**src/rtl/adder_tree_pipe.sv**
```systemverilog
// Fully pipelined balanced adder tree: sums NUM_INPUTS operands at full precision,
// one register per tree level, with a valid bit shifted alongside the data.
module adder_tree_pipe #(
    parameter int unsigned  NUM_INPUTS = 3,
    parameter int unsigned  DATA_W     = 8,
    parameter bit           SIGNED     = 1'b0,
    localparam int unsigned LEVELS     = (NUM_INPUTS >= 2) ? $clog2(NUM_INPUTS) : 1,
    localparam int unsigned SUM_W      = DATA_W + $clog2(NUM_INPUTS)
) (
    input  logic                         i_clk,
    input  logic                         i_rst,
    input  logic                         i_en,
    input  logic                         i_valid,
    input  logic [NUM_INPUTS*DATA_W-1:0] i_data,
    output logic                         o_valid,
    output logic [SUM_W-1:0]             o_sum
);

    // Number of nodes remaining after lvl halving steps (level_count(0) = operand count).
    function automatic int unsigned level_count(int unsigned lvl);
        int unsigned n = NUM_INPUTS;
        for (int unsigned i = 0; i < lvl; i++) begin
            n = (n + 1) / 2;
        end
        return n;
    endfunction

    // Index of the first register of tree level lvl inside the flat node vector.
    function automatic int unsigned node_base(int unsigned lvl);
        int unsigned b = 0;
        for (int unsigned i = 0; i < lvl; i++) begin
            b += level_count(i + 1);
        end
        return b;
    endfunction

    localparam int unsigned TotalNodes = node_base(LEVELS);

    logic [SUM_W-1:0]            ext [NUM_INPUTS];
    logic [TotalNodes*SUM_W-1:0] nodes_d;
    logic [TotalNodes*SUM_W-1:0] nodes_q;
    logic [LEVELS-1:0]           valid_q;

    for (genvar k = 0; k < NUM_INPUTS; k++) begin : g_ext
        logic [DATA_W-1:0] op;
        assign op = i_data[k*DATA_W +: DATA_W];
        if (SIGNED) begin : g_sx
            assign ext[k] = SUM_W'($signed(op));
        end else begin : g_zx
            assign ext[k] = SUM_W'(op);
        end
    end

    for (genvar l = 0; l < LEVELS; l++) begin : g_lvl
        localparam int unsigned PrevCnt = level_count(l);
        localparam int unsigned Cnt     = level_count(l + 1);
        localparam int unsigned Base    = node_base(l);

        for (genvar j = 0; j < Cnt; j++) begin : g_node
            logic [SUM_W-1:0] a;
            logic [SUM_W-1:0] b;

            if (l == 0) begin : g_in
                assign a = ext[2*j];
                if (2*j + 1 < PrevCnt) begin : g_pair
                    assign b = ext[2*j+1];
                end else begin : g_odd
                    assign b = '0;
                end
            end else begin : g_prev
                localparam int unsigned PrevBase = node_base(l - 1);
                assign a = nodes_q[(PrevBase + 2*j)*SUM_W +: SUM_W];
                if (2*j + 1 < PrevCnt) begin : g_pair
                    assign b = nodes_q[(PrevBase + 2*j + 1)*SUM_W +: SUM_W];
                end else begin : g_odd
                    assign b = '0;
                end
            end

            // Unpaired operands add zero, giving a delay-only stage.
            assign nodes_d[(Base + j)*SUM_W +: SUM_W] = a + b;
        end
    end

    always_ff @(posedge i_clk) begin
        if (i_rst) begin
            nodes_q <= '0;
            valid_q <= '0;
        end else if (i_en) begin
            nodes_q <= nodes_d;
            valid_q <= LEVELS'({valid_q, i_valid});
        end
    end

    assign o_sum   = nodes_q[(TotalNodes-1)*SUM_W +: SUM_W];
    assign o_valid = valid_q[LEVELS-1];

endmodule

```
**config.mk**
```make
export PLATFORM = sky130hd
export DESIGN_NAME = adder_tree_pipe
export DESIGN_NICKNAME = d
export VERILOG_FILES = /design/src/rtl/adder_tree_pipe.sv
export SDC_FILE = /design/constraint.sdc
export NUM_CORES = 1
export LEC_CHECK = 0
export ABC_AREA = 1
export CELL_PAD_IN_SITES_DETAIL_PLACEMENT = 1
export CELL_PAD_IN_SITES_GLOBAL_PLACEMENT = 2
export CORE_ASPECT_RATIO = 1.2
export CORE_UTILIZATION = 38
export CTS_BUF_LIST = sky130_fd_sc_hd__clkbuf_4 sky130_fd_sc_hd__clkbuf_8
export DETAILED_ROUTE_END_ITERATION = 12
export DONT_BUFFER_PORTS = 1
export GPL_ROUTABILITY_DRIVEN = 0
export PLACE_DENSITY_LB_ADDON = 0.3
export RECOVER_POWER = 25
export SLEW_MARGIN = 20
export SYNTH_ARGS = -nofsm -noshare
export SYNTH_HDL_FRONTEND = slang
export SYNTH_SLANG_ARGS = --single-unit
```
**constraint.sdc**
```tcl
create_clock -name i_clk -period 5.5 [get_ports i_clk]
set_clock_uncertainty 0.05 [all_clocks]
set_input_delay 1.65 -clock i_clk [delete_from_list [all_inputs] [get_ports i_clk]]
set_output_delay 1.65 -clock i_clk [all_outputs]
set_load 0.05 [all_outputs]
```
==> metrics.md <==
| Metric | Value |
|---|---|
| Max-cap violations | `0` |
| PortBufs | `0` |
| Final ANT Viol Nets | `0` |
| GR Layer Usage met3 | `3.86%` |
| Worst-Margin Slew | `0.715 ns` |
| GR peak layer | `met2` |
| Min-Delay Path Class | `flop to flop` |
| Hold-fix buffer count after cts | `0` |
| Die X | `66.8 microns` |
| Mapped Cells | `around 280` |
| Number of cell rows | `27` |
| YS warnings | `0` |
| Post-synth cell types | `22` |
| Post-layout instance count excluding filler cells | `329` |
| CTS tree | `done` |
| Share of the synthesized area in the top cell type | `30.3%` |
| Post-synth net total | `327` |
| Slew headroom | `52.3%` |
| Synth Area per Inst | `slightly below 7 sq um` |
| Placed cell areas | `between 0.0015 and 0.002 sq mm` |
| Critical path data required time | `around 5.6 ns` |
| Antenna Cells | `0` |
| Fillers | `approximately 630` |
| CTS resizes | `0` |
| Ranking of synthesized cells by instance count | `nor2_1 (53), nand2_1 (51), inv_1 (38)` |
| Cell Pwr Density | `305 mW/mm^2` |
| Vias in the first global route | `around 1700` |
| Core Util, Final | `41.9%` |
| Peak supply drop | `0.0978 mV` |
| Ys async rst share | `0%` |
| Crit-path max FO | `3` |
| Element type at the critical path start | `primary input` |
| WS Path Type | `primary input to flop` |
| Setup TNS | `0 ns` |
| Seq/Total Area, Yosys | `a little under a third` |
| R2r worst-path depth | `11` |
| Hold Crit Depth | `2` |
| R2R Setup Slk | `around 3.8 ns` |
| Detail Placement HPWL | `3.01 mm` |
| Top cells by area, synth | `dfxtp_1 (30%), ha_1 (10%), nor2_1 (10%)` |
| Total track usage | `between 10% and 20%` |
| Nets | `316` |
| Worst hold slack | `0.441 ns` |
| Most common cell in the netlist | `nor2_1` |
| Status | `complete, no violations` |
| Worst skew pair latency | `0.28 ns` |
| Crit path capture type | `flop` |
| Worst-path clk slew | `0.06 ns` |
| Placed insts | `321` |
| Post-synthesis cell area | `0.00191 sq mm` |
| Global routing met1 resource utilization | `about 20%` |
| Area leader, netlist | `dfxtp_1` |
| Root buffer cell | `clkbuf_8` |
| Reg-to-reg endpoint | `nodes_q[28]$_SDFFE_PP0P_` |
| Final worst-path cycle share | `48.9%` |
| FF-to-FF Start | `nodes_q[0]$_SDFFE_PP0P_` |
| Wire per inst | `12.4 microns` |
| Arr. time, crit path | `2.82 ns` |
| DRT iter0 DRCs | `27` |
| Hold_sp | `nodes_q[15]$_SDFFE_PP0P_` |
| Drt first pass iters | `4` |
| Share of cells above drive strength 1 | `~7.4%` |
| CTS Buf Count | `5` |
| Num Clock Sinks | `29` |
| Final setup fails | `0` |
| Vias/cell | `~4.9` |
| # Post-CTS Setup Buffers | `0` |
| Flops & latches, synth | `29` |
| Hold EP | `nodes_q[15]$_SDFFE_PP0P_` |
| Hold Vio Cnt, Final | `0` |
| Overflow after GRT | `0` |
| Initial Utilization | `40.5%` |
| H-tree levels | `2` |
| Main synth FF type | `dfxtp_1` |
| Via count | `1598` |
| Fmax | `around 370 MHz` |
| First-pass GRT wire length | `about 7.2 mm` |
| # DRC | `0` |
| Final setup margin | `2.81 ns` |
| Core area | `0.00473 sq mm` |
| Place WS | `2.50 ns` |
| Pin count of the biggest net entering global routing | `37` |
| Routing usage on met2 | `31.4%` |
| Die Area | `0.00533 sq mm` |
| Count of flip-flops with a built-in enable after synthesis | `0` |
| Leak Pwr | `1.06 nW` |
| Post-Route WL | `4.07 mm` |
| Area growth, synth to finish | `3.53%` |
| Initial antenna violation count | `0` |
| RSZ-0062 raised after global routing | `no` |
| Minimum clock period | `2.69 ns` |
| Final-report max-slew violation count | `0` |
| Pwr Total | `605 uW` |
| Chip height | `~80 microns` |
| I/O Pins | `39` |
| Longest Clk Path Bufs | `2` |
| Final instance area | `~0.0020 sq mm` |
==> per-layer routing <==
layer  share of wire (%)  up-vias  wire length [microns]
met5                   0        -                      0
met3                 3.9        5                    157
met2                  49       33                   2000
met1                  45      719                   1840
met4                 1.9        0                     77
li1                    -      841                      -
==> flip-flops by register name, indices dropped and copies added, names as in the netlist <==
signal   cells
nodes_q     27
valid_q      2
==> cells in the final DEF (no fill, tap or decap) <==
cell,Yosys,routed
dfxtp_1,29,29
fa_1,2,2
xor2_1,2,2
o21ai_0,6,8
inv_2,2,1
clkbuf_4,0,1
a21oi_1,10,10
a21oi_2,2,2
xnor2_1,3,3
nand3b_4,1,1
nand2_1,51,52
nand3_1,18,18
nor2_1,53,53
nand2_2,6,5
clkbuf_8,0,6
inv_1,38,39
or2_4,3,3
o211ai_1,1,1
nand3b_1,3,3
bufinv_16,0,1
o21ai_1,16,14
ha_1,16,16
nor3_1,1,1
==> area by class of cell <==
class | count | area, sq um | share of cell area [%]
clock inverters | 1 | 30.0 | 1.52
flip-flops and latches | 29 | 581 | 29.3
clock buffers | 7 | 90.1 | 4.55
multi-input cells | 194 | 1060 | 53.4
inverters | 40 | 150 | 7.58
well taps | 58 | 72.6 | 3.66
==> report_power, final <==
part	internal [mW]	switching, mW	leakage, nW
combinational	0.0468	0.0644	0.762
sequential	0.228	0.0340	0.241
clock	0.152	0.0795	0.0619
==> worst max-delay path, cell delays in order <==
cell	delay, ns
ha_1	0.21
fa_1	0.40
nand2_1	0.09
nand2_1	0.11
nand3b_4	0.11
nand2_1	0.05
nand2_1	0.06
nand3_1	0.06
nand2_1	0.06
inv_1	0.03
==> cell families after synthesis <==
| group | after synthesis | share of synthesized area [%] |
|---|---|---|
| XOR/XNOR | 5 | 2.29 |
| AO/OA/AOI/OAI | 35 | 9.67 |
| buffers and inverters | 58 | 14.2 |
| AND/OR/NAND/NOR | 136 | 30.9 |
| adder cells (fa/ha/maj) | 18 | 12.5 |
| flip-flops | 29 | 30.3 |
==> worst max path at each step <==
stage / startpoint / end / slack [ns] / cells past startpoint
after CTS: i_data[0] / nodes_q[6]$_SDFFE_PP0P_ / 2.80 / 10
after detailed placement: i_data[0] / nodes_q[6]$_SDFFE_PP0P_ / 2.50 / 10
after floorplan: i_data[0] / nodes_q[6]$_SDFFE_PP0P_ / 2.61 / 10
final: i_data[0] / nodes_q[6]$_SDFFE_PP0P_ / 2.81 / 10
after global placement: i_data[0] / nodes_q[6]$_SDFFE_PP0P_ / 2.52 / 10
after global routing: i_data[0] / nodes_q[6]$_SDFFE_PP0P_ / 2.71 / 10
No activity file was read; power rests on OpenSTA's default activity.
==> patch 1 (same settings) <==
Make the reset (`i_rst`) asynchronous in one clocked block.
--- a/src/rtl/adder_tree_pipe.sv
+++ b/src/rtl/adder_tree_pipe.sv
@@ -82,7 +82,7 @@
         end
     end
 
-    always_ff @(posedge i_clk) begin
+    always_ff @(posedge i_clk or posedge i_rst) begin
         if (i_rst) begin
             nodes_q <= '0;
             valid_q <= '0;
Function: differs if i_rst is asserted again (counterexample within 4 cycles, from zero or initial values and one cycle with i_rst high); with i_rst held inactive, the same outputs for 10 cycles.
==> patch 1 against the unedited design <==
The run now ends with capacitance limit, slew limit left; worst setup slack got worse by 0.052 ns; critical path depth decreased by 8; design area increased by 0.76%; wire length decreased by 1.3%; power increased by 16%; area after synthesis increased by 1.4%; fmax decreased by 1.9%; via count decreased by 6.1%; sequential cell count unchanged; clock power decreased by 22%; highest routed layer unchanged.
==> patch 1: results (changes against the unedited design) <==
netlist_top_cells_count: "101 x nand2_1, 29 x dfrtp_1, 28 x inv_1"
numCtsBuffers: 5  # unchanged
postCtsSetupBuffers: 0  # unchanged
wl_per_cell_um: 13.1  # +6.1%
cpPeakStageDelay_ns: 1.11  # +0.71 ns
synth_nets: 300  # -8.3%
dr.pass1.iters: 4  # unchanged
path_delay_family: "buffers and inverters"
path_max_fanout: 29  # +26
top_regs: "nodes_q: 27 flops, valid_q: 2 flops"
port_buffers: 0  # unchanged
synth_area_leaders: "dfrtp_1 37%, nand2_1 20%, ha_1 10%, inv_1 5.4%, buf_4 4.3%"
synth_async_sr_flop_share_pct: 100  # +100 points
grt_pass1_vias: 1625  # -3.1%
ys.flop_type: "dfrtp_1"
cap_violations: 1  # +1
yosysUniqueCellTypes: 27  # +23%
cp.arrival_ns: 2.81  # about the same
min_from: "nodes_q[12]$_DFFE_PP0P_"
drc: 0  # unchanged
pre_cts_ws_ns: 2.58  # +0.0786 ns
violations: "capacitance limit, slew limit"
via_count: 1500  # -6.1%
hold_class: "reg2reg"
crit_slowest_cell: "clkbuf_1"
grt_pass1_wl_mm: 6.99  # -3.3%
grt_use_total_pct: 17.7  # -0.28 points
antenna_found_initial: 0  # unchanged
drt_iter0_drc: 45  # +67%
cts-resized-gates: 0  # unchanged
crit_start: "i_rst"
hold_depth: 2  # unchanged
status: "complete, but fails checks"
clk_latency_ns: 0.28  # about the same
cts_htree_levels: 2  # unchanged
root_buffer: "clkbuf_8"
yosysSeqAreaShare_pct: 37.4  # +7.0 points
maxSlewViolCount: 30  # +30
peakVddDrop_v: 0.000112  # +15%
p_leak_nw: 1.09  # +2.8%
place_hpwl_mm: 3.09  # +2.5%
r2r_start: "nodes_q[10]$_DFFE_PP0P_"
finalNetCount: 292  # -7.6%
grt_max_degree: 33  # -11%
slew_headroom_pct: -2.96  # -55 points
n_antenna_cell: 0  # unchanged
drive_gt1_share_pct: 8.13  # +0.75 points
cts_buffer_depth: 2  # unchanged
==> patch 1: changes by cell type after synthesis, sizes merged <==
cell and change:
nand2 +48, a22oi +1, dfxtp -29, inv -11, a211oi +1, dfrtp +29
buf -2, o21ai -10, nand3 -2, xnor2 -2, o211ai -1, a21oi -4
or2 -1, nor2 -44
==> patch 1: layer usage <==
metal | up-vias | part of all wire, % | global-route usage, %
li1 | 766 | - | -
met1 | 694 | 43 | 18.8
met2 | 32 | 51 | 31.5
met3 | 8 | 4.3 | 4.26
met4 | 0 | 2.5 | 8.94
met5 | - | 0 | 0
==> patch 1: logic make-up after synthesis <==
logic type | Yosys count | synth area share, %
xor+xnor | 3 | 1.35
fa+ha+maj | 18 | 12.4
flops | 29 | 37.4
buf+inv | 45 | 11.5
simple gates | 137 | 30.2
compound gates | 22 | 7.28
==> patch 1: stage by stage <==
stage,hold slack [ns],area [um2],instances
2_1_floorplan,0.393,1940,254
3_3_place_gp,0.407,1910,299
3_5_place_dp,0.422,1910,299
4_1_cts,0.436,2000,306
5_1_grt,0.459,2000,306
6_report,0.429,2000,306
==> patch 1: worst register-to-register path, stage by stage (launching register included) <==
cell and delay [ns]:
dfrtp_1 0.39, ha_1 0.20, inv_1 0.06, fa_1 0.37, inv_1 0.08, nand2_1 0.08
nand2_2 0.08, nand3b_1 0.11, nand2_1 0.08, nand2_1 0.04, nand3_1 0.06, nand2_1 0.05
==> patch 1: worst paths after layout <==
check / endpoint / slack, ns
worst max-delay path: nodes_q[6]$_DFFE_PP0P_ / 2.76
worst min-delay path: nodes_q[12]$_DFFE_PP0P_ / 0.43
worst max register to register: nodes_q[26]$_DFFE_PP0P_ / 3.76
worst min register to register: nodes_q[12]$_DFFE_PP0P_ / 0.43
max in group i_clk: o_sum[0] / 2.88
min in group asynchronous: nodes_q[29]$_DFFE_PP0P_ / 1.74
==> patch 1: where the power goes <==
part	total, mW	switching, mW	internal [mW]
Sequential	0.348	0.0992	0.249
Combinational	0.174	0.106	0.0685
Clock	0.180	0.0765	0.104
==> patch 1: layout make-up <==
cell class                      instances  area, um2
Clock buffer                            7       90.1
Fill cell                             651       2940
Inverter                               29        109
Multi-Input combinational cell        180        993
Sequential cell                        29        726
Tap cell                               60       75.1
Timing Repair Buffer                    1       3.75
==> patch 2 (same flow settings) <==
Without the edit above. Set the parameter `SIGNED` to 1'b1 (it was 1'b0).
--- a/src/rtl/adder_tree_pipe.sv
+++ b/src/rtl/adder_tree_pipe.sv
@@ -3,7 +3,7 @@
 module adder_tree_pipe #(
     parameter int unsigned  NUM_INPUTS = 3,
     parameter int unsigned  DATA_W     = 8,
-    parameter bit           SIGNED     = 1'b0,
+    parameter bit           SIGNED     = 1'b1,
     localparam int unsigned LEVELS     = (NUM_INPUTS >= 2) ? $clog2(NUM_INPUTS) : 1,
     localparam int unsigned SUM_W      = DATA_W + $clog2(NUM_INPUTS)
 ) (
Function: changed (a bounded check fails within 4 cycles, from zero or initial values and one cycle with i_rst high).
==> patch 2 against the unedited design <==
Synthesized cell count is 3.9% higher; cell count is 3.6% higher; worst setup slack hardly changed; power is 0.89% lower; sequential cell count stayed put; count of clock-buffer cells in the layout is 1 lower; wire length is 6.6% higher; die area is 3.2% higher; fmax hardly changed; design area is 2.4% higher; area after synthesis is 3.3% higher; worst hold slack worse by 0.031 ns; critical path type unchanged; critical endpoint is now nodes_q[9]$_SDFFE_PP0P_; largest cell class unchanged; largest power group unchanged.
==> patch 2: results (changes against the unedited design) <==
root_buffer: "clkbuf_8"
cts_buffer_depth: 2  # unchanged
grtUsageMet2_pct: 31.9  # +0.47 points
grt_pass1_vias: 1644  # -2.0%
postCtsSetupBuffers: 0  # unchanged
rrSetupSlack_ns: 3.35  # -0.40 ns
rr_endpoint: "nodes_q[28]$_SDFFE_PP0P_"
fill_cells: 672  # +6.5%
netlist_top_cells_count: "80 x nand2_1, 39 x nor2_1, 33 x inv_1"
grt_max_degree: 39  # +5.4%
grt_use_met1_pct: 18.5  # -2.0 points
ys.flop_type: "dfxtp_1"
sequentialPowerShare_pct: 43.0  # -0.3 points
dr.pass1.iters: 2  # -2
status: "finished, final reports clean"
drt-total-wl_mm: 4.34  # +6.6%
power.switching_uw: 182  # +2.0%
top_regs: "nodes_q: 27 flops, valid_q: 2 flops"
hold_depth: 2  # unchanged
reg2reg_depth: 9  # -2
yosysUniqueCellTypes: 28  # +27%
peakVddDrop_v: 0.0000886  # -9.4%
clk_pin_slew_ns: 0.07
antenna_found_initial: 0  # unchanged
port_buffers: 0  # unchanged
n_antenna_cell: 0  # unchanged
grt_use_met3_pct: 4.63  # +0.78 points
place_hpwl_mm: 3.27  # +8.4%
r2r_start: "nodes_q[10]$_SDFFE_PP0P_"
whs_endpoint: "nodes_q[13]$_SDFFE_PP0P_"
yosysSeqAreaShare_pct: 29.4  # -0.96 points
numCtsBuffers: 5  # unchanged
slew_headroom_pct: 55.6  # +3.3 points
via_per_inst: 4.84  # -0.38%
synth_area_leaders: "dfxtp_1 29%, nand2_1 15%, ha_1 11%, nor2_1 7.4%, inv_1 6.3%"
clk_latency_ns: 0.28  # about the same
synth_nets: 339  # +3.7%
p_leak_nw: 1.04  # -2.6%
grt_use_total_pct: 17.2  # -0.78 points
yosys_warnings: 0  # unchanged
drt_iter0_drc: 27  # unchanged
min_from: "nodes_q[13]$_SDFFE_PP0P_"
finalNetCount: 327  # +3.5%
largest_reg_flops: 27  # unchanged
synth_async_sr_flop_share_pct: 0  # unchanged
path_max_fanout: 3  # unchanged
cts-resized-gates: 0  # unchanged
cts_htree_levels: 2  # unchanged
drive_gt1_share_pct: 7.12  # -0.26 points
hold_class: "reg2reg"
crit_start: "i_data[0]"
grt_pass1_wl_mm: 7.14  # -1.2%
-- patch 2: cell type report --
type,count,share of cell area [%]
clock inverter,2,1.85
inverter,35,6.47
sequential,29,28.6
clock buffer,6,4.07
tap,60,3.70
multi-input combinational,209,55.3
-- patch 2: power groups by stage --
stage               logic [mW]  registers (mW)  clock network (mW)
CTS                      0.111           0.258               0.242
global placement         0.108           0.263                   0
floorplan                0.130           0.238                   0
detailed placement       0.111           0.263                   0
global route             0.126           0.261               0.248
finish                   0.108           0.258               0.234
-- patch 2: kinds of logic after synthesis --
family                     after synthesis  share of synthesized area (%)
adders and majority gates               19                           12.8
AOI/OAI and AO/OA                       34                           10.0
xor gates and xnor gates                 5                           2.22
DFF                                     29                           29.4
buffers and inverters                   54                           13.7
and+or+nand+nor                        151                           32.0
-- patch 2: per-stage QoR --
| step | setup WS, ns | hold slack [ns] | cells | total power [mW] | cell area, um2 |
|---|---|---|---|---|---|
| 2_1_floorplan | 2.62 | 0.386 | 292 | 0.368 | 1980 |
| 3_3_place_gp | 2.56 | 0.390 | 333 | 0.371 | 1910 |
| 3_5_place_dp | 2.51 | 0.405 | 333 | 0.374 | 1910 |
| 4_1_cts | 2.81 | 0.414 | 341 | 0.611 | 2030 |
| 5_1_grt | 2.70 | 0.423 | 341 | 0.635 | 2030 |
| 6_report | 2.81 | 0.410 | 341 | 0.600 | 2030 |
-- patch 2: per-layer routing --
metal | part of all wire (%) | vias to the layer above | wire length (um)
met2 | 51 | 27 | 2200
li1 | - | 888 | -
met5 | 0 | - | 0
met1 | 44 | 731 | 1910
met4 | 1.1 | 0 | 48
met3 | 4.1 | 4 | 177
-- patch 2: how the worst max path moves through the flow --
| stage | to | slack, ns |
|---|---|---|
| finish | nodes_q[9]$_SDFFE_PP0P_ | 2.81 |
| global route | nodes_q[6]$_SDFFE_PP0P_ | 2.70 |
| CTS | nodes_q[6]$_SDFFE_PP0P_ | 2.81 |
| detailed placement | nodes_q[6]$_SDFFE_PP0P_ | 2.51 |
| global placement | nodes_q[6]$_SDFFE_PP0P_ | 2.56 |
| floorplan | nodes_q[6]$_SDFFE_PP0P_ | 2.62 |
-- patch 2: critical path, stage by stage --
cell     delay [ns]
ha_1           0.21
fa_1           0.41
nand3_2        0.10
nand2_2        0.08
nand2_1        0.08
nand2_1        0.05
nand2_1        0.05
nand2_1        0.05
nand2_1        0.08
a21oi_2        0.05
